## config.mk

```make
export PLATFORM = sky130hd
export DESIGN_NAME = pipeline_hazard_ctrl
export DESIGN_NICKNAME = d
export VERILOG_FILES = /design/src/rtl/pipeline_hazard_ctrl.sv
export SDC_FILE = /design/constraint.sdc
export NUM_CORES = 1
export LEC_CHECK = 0
export ABC_AREA = 0
export CORE_MARGIN = 3
export CORE_UTILIZATION = 33
export DETAILED_ROUTE_END_ITERATION = 10
export PLACE_DENSITY = 0.67
export SETUP_SLACK_MARGIN = 0.3
export SLEW_MARGIN = 40
export SYNTH_ARGS = -nofsm -noshare
export SYNTH_HDL_FRONTEND = slang
export SYNTH_SLANG_ARGS = --single-unit
```

## constraint.sdc

```tcl
create_clock -name clk -period 4.4 [get_ports clk]
set_input_delay 0.88 -clock clk [delete_from_list [all_inputs] [get_ports clk]]
set_output_delay 0.88 -clock clk [all_outputs]
set_load 0.05 [all_outputs]
```

## src/rtl/pipeline_hazard_ctrl.sv

```systemverilog
// Central hazard sequencer for the 5-stage RV32I pipeline: stage enables, bubble/squash,
// PC redirect, EX operand forwarding selects and stall/flush performance counters.
module pipeline_hazard_ctrl #(
    parameter int unsigned REG_AW       = 5,
    parameter int unsigned FLUSH_CYCLES = 2,
    parameter int unsigned CNT_W        = 32
) (
    input  logic              clk,
    input  logic              rst,
    input  logic              id_valid,
    input  logic [REG_AW-1:0] id_rs1,
    input  logic [REG_AW-1:0] id_rs2,
    input  logic              id_use_rs1,
    input  logic              id_use_rs2,
    input  logic              ex_valid,
    input  logic [REG_AW-1:0] ex_rd,
    input  logic              ex_reg_we,
    input  logic              ex_is_load,
    input  logic              ex_br_taken,
    input  logic              mem_valid,
    input  logic [REG_AW-1:0] mem_rd,
    input  logic              mem_reg_we,
    input  logic              mem_busy,
    output logic              fetch_en,
    output logic              decode_en,
    output logic              exec_en,
    output logic              decode_bubble,
    output logic              squash,
    output logic              pc_redirect,
    output logic [1:0]        fwd_rs1_sel,
    output logic [1:0]        fwd_rs2_sel,
    output logic [1:0]        state,
    output logic [CNT_W-1:0]  stall_count,
    output logic [CNT_W-1:0]  flush_count
);

    localparam int unsigned FC_W = (FLUSH_CYCLES > 2) ? $clog2(FLUSH_CYCLES) : 1;
    localparam logic [FC_W-1:0] FC_INIT = FC_W'(FLUSH_CYCLES - 1);
    localparam logic [1:0] SEL_RF  = 2'd0;
    localparam logic [1:0] SEL_EX  = 2'd1;
    localparam logic [1:0] SEL_MEM = 2'd2;

    typedef enum logic [1:0] {
        ST_RUN        = 2'd0,
        ST_LOAD_STALL = 2'd1,
        ST_FLUSH      = 2'd2
    } state_e;

    state_e            state_q, state_d;
    logic [FC_W-1:0]   fcnt_q, fcnt_d;
    logic [CNT_W-1:0]  stall_count_q, stall_count_d;
    logic [CNT_W-1:0]  flush_count_q, flush_count_d;

    logic ex_fwd_ok;
    logic mem_fwd_ok;
    logic load_use;

    // x0 is hardwired zero, so a zero destination never produces a hazard or forward
    always_comb begin
        ex_fwd_ok  = ex_valid & ex_reg_we & ~ex_is_load & (ex_rd != '0);
        mem_fwd_ok = mem_valid & mem_reg_we & (mem_rd != '0);
        load_use   = ex_valid & ex_is_load & ex_reg_we & id_valid & (ex_rd != '0) &
                     ((id_use_rs1 & (id_rs1 == ex_rd)) | (id_use_rs2 & (id_rs2 == ex_rd)));
    end

    always_comb begin
        fwd_rs1_sel = SEL_RF;
        fwd_rs2_sel = SEL_RF;
        if (!rst) begin
            if (ex_fwd_ok && (id_rs1 == ex_rd))         fwd_rs1_sel = SEL_EX;
            else if (mem_fwd_ok && (id_rs1 == mem_rd))  fwd_rs1_sel = SEL_MEM;
            if (ex_fwd_ok && (id_rs2 == ex_rd))         fwd_rs2_sel = SEL_EX;
            else if (mem_fwd_ok && (id_rs2 == mem_rd))  fwd_rs2_sel = SEL_MEM;
        end
    end

    // Priority: reset > memory hold > taken branch > load-use
    always_comb begin
        state_d       = state_q;
        fcnt_d        = fcnt_q;
        fetch_en      = 1'b1;
        decode_en     = 1'b1;
        exec_en       = 1'b1;
        decode_bubble = 1'b0;
        squash        = 1'b0;
        pc_redirect   = 1'b0;
        if (rst) begin
            fetch_en  = 1'b0;
            decode_en = 1'b0;
            exec_en   = 1'b0;
            squash    = 1'b1;
            state_d   = ST_RUN;
            fcnt_d    = '0;
        end else if (mem_busy) begin
            fetch_en  = 1'b0;
            decode_en = 1'b0;
            exec_en   = 1'b0;
        end else begin
            case (state_q)
                ST_RUN, ST_LOAD_STALL: begin
                    if (ex_valid && ex_br_taken) begin
                        pc_redirect = 1'b1;
                        squash      = 1'b1;
                        fcnt_d      = FC_INIT;
                        state_d     = (FLUSH_CYCLES > 1) ? ST_FLUSH : ST_RUN;
                    end else if ((state_q == ST_RUN) && load_use) begin
                        fetch_en      = 1'b0;
                        decode_en     = 1'b0;
                        decode_bubble = 1'b1;
                        state_d       = ST_LOAD_STALL;
                    end else begin
                        state_d = ST_RUN;
                    end
                end
                ST_FLUSH: begin
                    // Wrong-path branches resolving here are ignored
                    squash = 1'b1;
                    if (fcnt_q <= FC_W'(1)) begin
                        fcnt_d  = '0;
                        state_d = ST_RUN;
                    end else begin
                        fcnt_d = fcnt_q - FC_W'(1);
                    end
                end
                default: begin
                    squash  = 1'b1;
                    state_d = ST_RUN;
                end
            endcase
        end
    end

    // Saturating performance counters
    always_comb begin
        stall_count_d = stall_count_q;
        flush_count_d = flush_count_q;
        if ((decode_bubble || mem_busy) && (stall_count_q != {CNT_W{1'b1}}))
            stall_count_d = stall_count_q + CNT_W'(1);
        if (pc_redirect && (flush_count_q != {CNT_W{1'b1}}))
            flush_count_d = flush_count_q + CNT_W'(1);
    end

    always_ff @(posedge clk) begin
        if (rst) begin
            state_q       <= ST_RUN;
            fcnt_q        <= '0;
            stall_count_q <= '0;
            flush_count_q <= '0;
        end else begin
            state_q       <= state_d;
            fcnt_q        <= fcnt_d;
            stall_count_q <= stall_count_d;
            flush_count_q <= flush_count_d;
        end
    end

    assign state       = state_q;
    assign stall_count = stall_count_q;
    assign flush_count = flush_count_q;

endmodule

```

==> impl_metrics.xml <==
<?xml version="1.0" encoding="UTF-8"?>
<metrics>
  <group name="synth">
    <metric name="yosys.area.top_type" unit="">sky130_fd_sc_hd__dfxtp_1</metric>
    <metric name="synth.yosys.warnings" unit="">0</metric>
    <metric name="postSynthAreaPerCell" unit="um^2">8.143</metric>
    <metric name="synth.lib_cells_used.distinct" unit="">49</metric>
    <metric name="netlist_top_cells_area" unit="">sky130_fd_sc_hd__dfxtp_1, sky130_fd_sc_hd__xnor2_1, sky130_fd_sc_hd__nor2_1</metric>
    <metric name="synth_sequential_area_ratio" unit="%">37.13</metric>
    <metric name="syn_nets" unit="">471</metric>
    <metric name="synthesis.area" unit="mm^2">0.003558</metric>
    <metric name="netlist.area_leader.share" unit="%">37.13</metric>
    <metric name="yosys_most_used_dff" unit="">sky130_fd_sc_hd__dfxtp_1</metric>
    <metric name="async_flop_share" unit="%">0</metric>
    <metric name="postSynthRegisterBits" unit="">66</metric>
    <metric name="netlist_instances" unit="">437</metric>
    <metric name="synth-edff-count" unit="">0</metric>
  </group>
  <group name="cts">
    <metric name="setup_repair_bufs_after_cts" unit="">0</metric>
    <metric name="postCtsHoldBufs" unit="">0</metric>
    <metric name="cts-root-buf" unit="">sky130_fd_sc_hd__clkbuf_8</metric>
    <metric name="cts-root-to-sink-buffers" unit="">2</metric>
    <metric name="cts.sinks" unit="">66</metric>
    <metric name="clk-insertion-delay-late" unit="ps">330</metric>
    <metric name="cts_tree" unit="">built</metric>
    <metric name="path_clk_slew" unit="ps">70</metric>
    <metric name="numCtsBuffers" unit="">9</metric>
    <metric name="cts_htree_levels" unit="">3</metric>
    <metric name="cts_resized" unit="">0</metric>
  </group>
  <group name="final_layout">
    <metric name="flow.area_growth_from_synthesis" unit="%">38.89</metric>
    <metric name="antenna_cells" unit="">0</metric>
    <metric name="layout-drive-gt1-share" unit="%">7.523</metric>
    <metric name="layout.cell_area.non_filler" unit="mm^2">0.004942</metric>
    <metric name="final_net_count" unit="">574</metric>
    <metric name="final.fill_count" unit="">1027</metric>
  </group>
  <group name="worst_setup_path">
    <metric name="setup.worst_path.start" unit="">ex_rd[2]</metric>
    <metric name="critPathKind" unit="">in2out</metric>
    <metric name="worst_path_largest_cell_delay" unit="ps">730</metric>
    <metric name="critPathSlowestCell" unit="">sky130_fd_sc_hd__clkdlybuf4s50_1</metric>
    <metric name="worstPathCellList" unit="">clkdlybuf4s50_1 -&gt; or4_1 -&gt; nor2_2 -&gt; or3_1 -&gt; nor4_1 -&gt; clkdlybuf4s50_1</metric>
    <metric name="cp_max_fo" unit="">4</metric>
    <metric name="cp.buffers_inverters" unit="">2</metric>
    <metric name="crit_top_cell" unit="">sky130_fd_sc_hd__clkdlybuf4s50_1</metric>
    <metric name="timing.reg2reg.setup_slack" unit="ps">1370</metric>
    <metric name="critical_path_required" unit="ps">3520</metric>
    <metric name="start_kind" unit="">primary input</metric>
    <metric name="worstReg2RegStart" unit="">stall_count[11]</metric>
    <metric name="critical_path_s_top_delay_family" unit="">buffers and inverters</metric>
    <metric name="worst_setup_path_end_kind" unit="">output port</metric>
    <metric name="arrival_time_at_the_worst_endpoint" unit="ps">3060</metric>
  </group>
  <group name="timing">
    <metric name="finalMaxSlewViolations" unit="">0</metric>
    <metric name="achievable-frequency" unit="MHz">254.0</metric>
    <metric name="unrepaired_setup_endpoints_after_global_routing" unit="">false</metric>
    <metric name="hold_violations" unit="">0</metric>
    <metric name="share_of_the_clock_period_used_by_the_worst_path_after_layout" unit="%">89.48</metric>
    <metric name="tightestPinTransition" unit="ps">729.3</metric>
    <metric name="finalSetupViolations" unit="">0</metric>
    <metric name="worst_slew_margin_rel" unit="%">51.32</metric>
    <metric name="finalClockSkew" unit="ps">5.781</metric>
    <metric name="final_period_minus_worst_setup_slack" unit="ps">3937</metric>
    <metric name="tns" unit="ps">0</metric>
  </group>
  <group name="power">
    <metric name="ir_worst_vdd" unit="uV">171.7</metric>
    <metric name="clkPwrFrac" unit="%">39.8</metric>
    <metric name="power.density" unit="mW/mm^2">244.4</metric>
    <metric name="seqPwrFrac" unit="%">49.8</metric>
    <metric name="internal-power" unit="mW">0.9164</metric>
    <metric name="power_switching" unit="mW">0.2917</metric>
    <metric name="net_switching_fraction_of_the_power" unit="%">24.14</metric>
    <metric name="power.share.combinational" unit="%">10.3</metric>
    <metric name="static-leakage-power" unit="nW">1.591</metric>
  </group>
  <group name="drt">
    <metric name="antenna_violating_nets_post_route" unit="">0</metric>
    <metric name="drt_initial_violations" unit="">177</metric>
    <metric name="route.detailed.vias_per_inst" unit="">5.172</metric>
    <metric name="via_count" unit="">3522</metric>
    <metric name="drt_wl_total" unit="um">9664</metric>
    <metric name="drt_first_pass_iters" unit="">4</metric>
    <metric name="post_detailed_route_wirelength_per_cell" unit="um">14.19</metric>
    <metric name="number_of_design_rule_violations_left_after_detail_routing" unit="">0</metric>
  </group>
  <group name="run_status">
    <metric name="outcome" unit="">finished, final reports clean</metric>
  </group>
  <group name="grt">
    <metric name="grt_util_all_layers" unit="%">16.47</metric>
    <metric name="number_of_global_route_vias_before_repair" unit="">3378</metric>
    <metric name="global_route_wire_length_before_repair" unit="um">15880</metric>
    <metric name="initial_antenna_violation_count" unit="">0</metric>
    <metric name="largest_net_degree_at_the_start_of_global_routing" unit="">42</metric>
    <metric name="globalRoute.totalOverflow" unit="">0</metric>
  </group>
  <group name="flow_run">
    <metric name="cap_viol_max_count" unit="">0</metric>
  </group>
  <group name="floorplanning">
    <metric name="start_util" unit="%">34.16</metric>
    <metric name="fp.dieH" unit="um">109.8</metric>
    <metric name="ioPinCount" unit="">108</metric>
    <metric name="fp.dieW" unit="um">109.8</metric>
    <metric name="placementRows" unit="">37</metric>
    <metric name="placeableCoreArea" unit="mm^2">0.01042</metric>
    <metric name="die_area" unit="mm^2">0.01206</metric>
  </group>
  <group name="placed_design">
    <metric name="port_buffers" unit="">107</metric>
    <metric name="hpwl" unit="um">7424</metric>
    <metric name="dpl_cell_area" unit="mm^2">0.004761</metric>
    <metric name="place_congestion" unit="">0.9024</metric>
  </group>
  <group name="worst_hold_path">
    <metric name="hold_start" unit="">stall_count[30]</metric>
    <metric name="holdCritPathClass" unit="">reg2reg</metric>
  </group>
</metrics>
==> stage by stage <==
stage,hold WS [ps],utilization [%],power [mW],cells,setup WS (ps)
6_report,506.3,47.45,1.208,681,462.9
3_3_place_gp,487.2,45.71,0.7390,665,354.7
2_1_floorplan,715.8,-,0.6823,437,583.7
5_1_grt,540.9,47.45,1.259,681,320.1
4_1_cts,511.8,47.42,1.224,681,331.3
3_5_place_dp,499.6,45.71,0.7409,665,340.7
==> area by class of cell <==
cell class                      count  area, um^2  share of cell area (%)
Clock buffer                       13       138.9                   2.810
Clock inverter                      3       40.04                  0.8101
Inverter                            8       30.03                  0.6076
Multi-Input combinational cell    344        2131                   43.11
Sequential cell                    66        1321                   26.73
Tap cell                          136       170.2                   3.443
Timing Repair Buffer              111        1111                   22.48
==> layout by cell type, fill, tap and decap left out, types with 7 or more instances in the layout <==
cell type | synthesis | routed
sky130_fd_sc_hd__nor2_1 | 66 | 66
sky130_fd_sc_hd__or3_1 | 10 | 10
sky130_fd_sc_hd__nand2_1 | 37 | 37
sky130_fd_sc_hd__clkdlybuf4s50_1 | 0 | 100
sky130_fd_sc_hd__or4_1 | 8 | 8
sky130_fd_sc_hd__dfxtp_1 | 66 | 66
sky130_fd_sc_hd__nor3_1 | 16 | 16
sky130_fd_sc_hd__nand3_1 | 24 | 24
sky130_fd_sc_hd__nand4_1 | 19 | 19
sky130_fd_sc_hd__buf_4 | 2 | 7
sky130_fd_sc_hd__o21ai_0 | 10 | 10
sky130_fd_sc_hd__inv_1 | 8 | 8
sky130_fd_sc_hd__xnor2_1 | 37 | 37
sky130_fd_sc_hd__clkbuf_8 | 0 | 9
sky130_fd_sc_hd__nor4_1 | 13 | 13
sky130_fd_sc_hd__xor2_1 | 25 | 25
sky130_fd_sc_hd__a21oi_1 | 19 | 19
==> worst paths after layout <==
path / to / depth (start not counted)
max reg2reg: stall_count[1] / 7
min reg2reg: stall_count[30] / 2
max: fwd_rs1_sel[0] / 6
min: stall_count[30] / 2
==> power by group through the flow <==
stage / clock (mW) / sequential [mW] / combinational [mW]
detailed placement: 0 / 0.616 / 0.125
CTS: 0.496 / 0.602 / 0.125
floorplan: 0 / 0.623 / 0.0595
finish: 0.481 / 0.602 / 0.125
global placement: 0 / 0.616 / 0.123
global route: 0.523 / 0.602 / 0.135
==> metal layers <==
metal,share of wire (%),vias up,GRT usage [%]
met3,6.6,19,4.287
met1,45,1642,20.74
met5,0,-,0
met4,2.2,0,6.946
li1,-,1751,-
met2,47,110,26.56
==> cell families after synthesis <==
| group | after synthesis | synth area share [%] |
|---|---|---|
| and+or+nand+nor | 228 | 33.30 |
| DFF | 66 | 37.13 |
| xor gates and xnor gates | 62 | 15.26 |
| AOI/OAI and AO/OA | 48 | 9.213 |
| buffers and inverters | 27 | 3.164 |
| muxes | 4 | 1.231 |
| adders and majority gates | 2 | 0.7031 |
==> Yosys cell counts, types with 12 or more instances <==
cell                       number
sky130_fd_sc_hd__dfxtp_1       66
sky130_fd_sc_hd__nor2_1        66
sky130_fd_sc_hd__nand2_1       37
sky130_fd_sc_hd__xnor2_1       37
sky130_fd_sc_hd__xor2_1        25
sky130_fd_sc_hd__nand3_1       24
sky130_fd_sc_hd__a21oi_1       19
sky130_fd_sc_hd__nand4_1       19
sky130_fd_sc_hd__nor3_1        16
sky130_fd_sc_hd__nor4_1        13
sky130_fd_sc_hd__clkbuf_1      12
==> registers in the layout (all words and copies together) (netlist names) <==
| signal | flops |
|---|---|
| flush_count | 32 |
| stall_count | 32 |
| state | 2 |
==> worst reg2reg max path, cell delays in order, from the launching register on <==
cell,delay [ps]
sky130_fd_sc_hd__dfxtp_1,460
sky130_fd_sc_hd__nand4_1,190
sky130_fd_sc_hd__nor4_2,510
sky130_fd_sc_hd__nand2_1,270
sky130_fd_sc_hd__nor2_2,630
sky130_fd_sc_hd__or2_1,560
sky130_fd_sc_hd__mux2i_1,250
sky130_fd_sc_hd__nor2_1,50
Power figures use the tool's default switching activity.
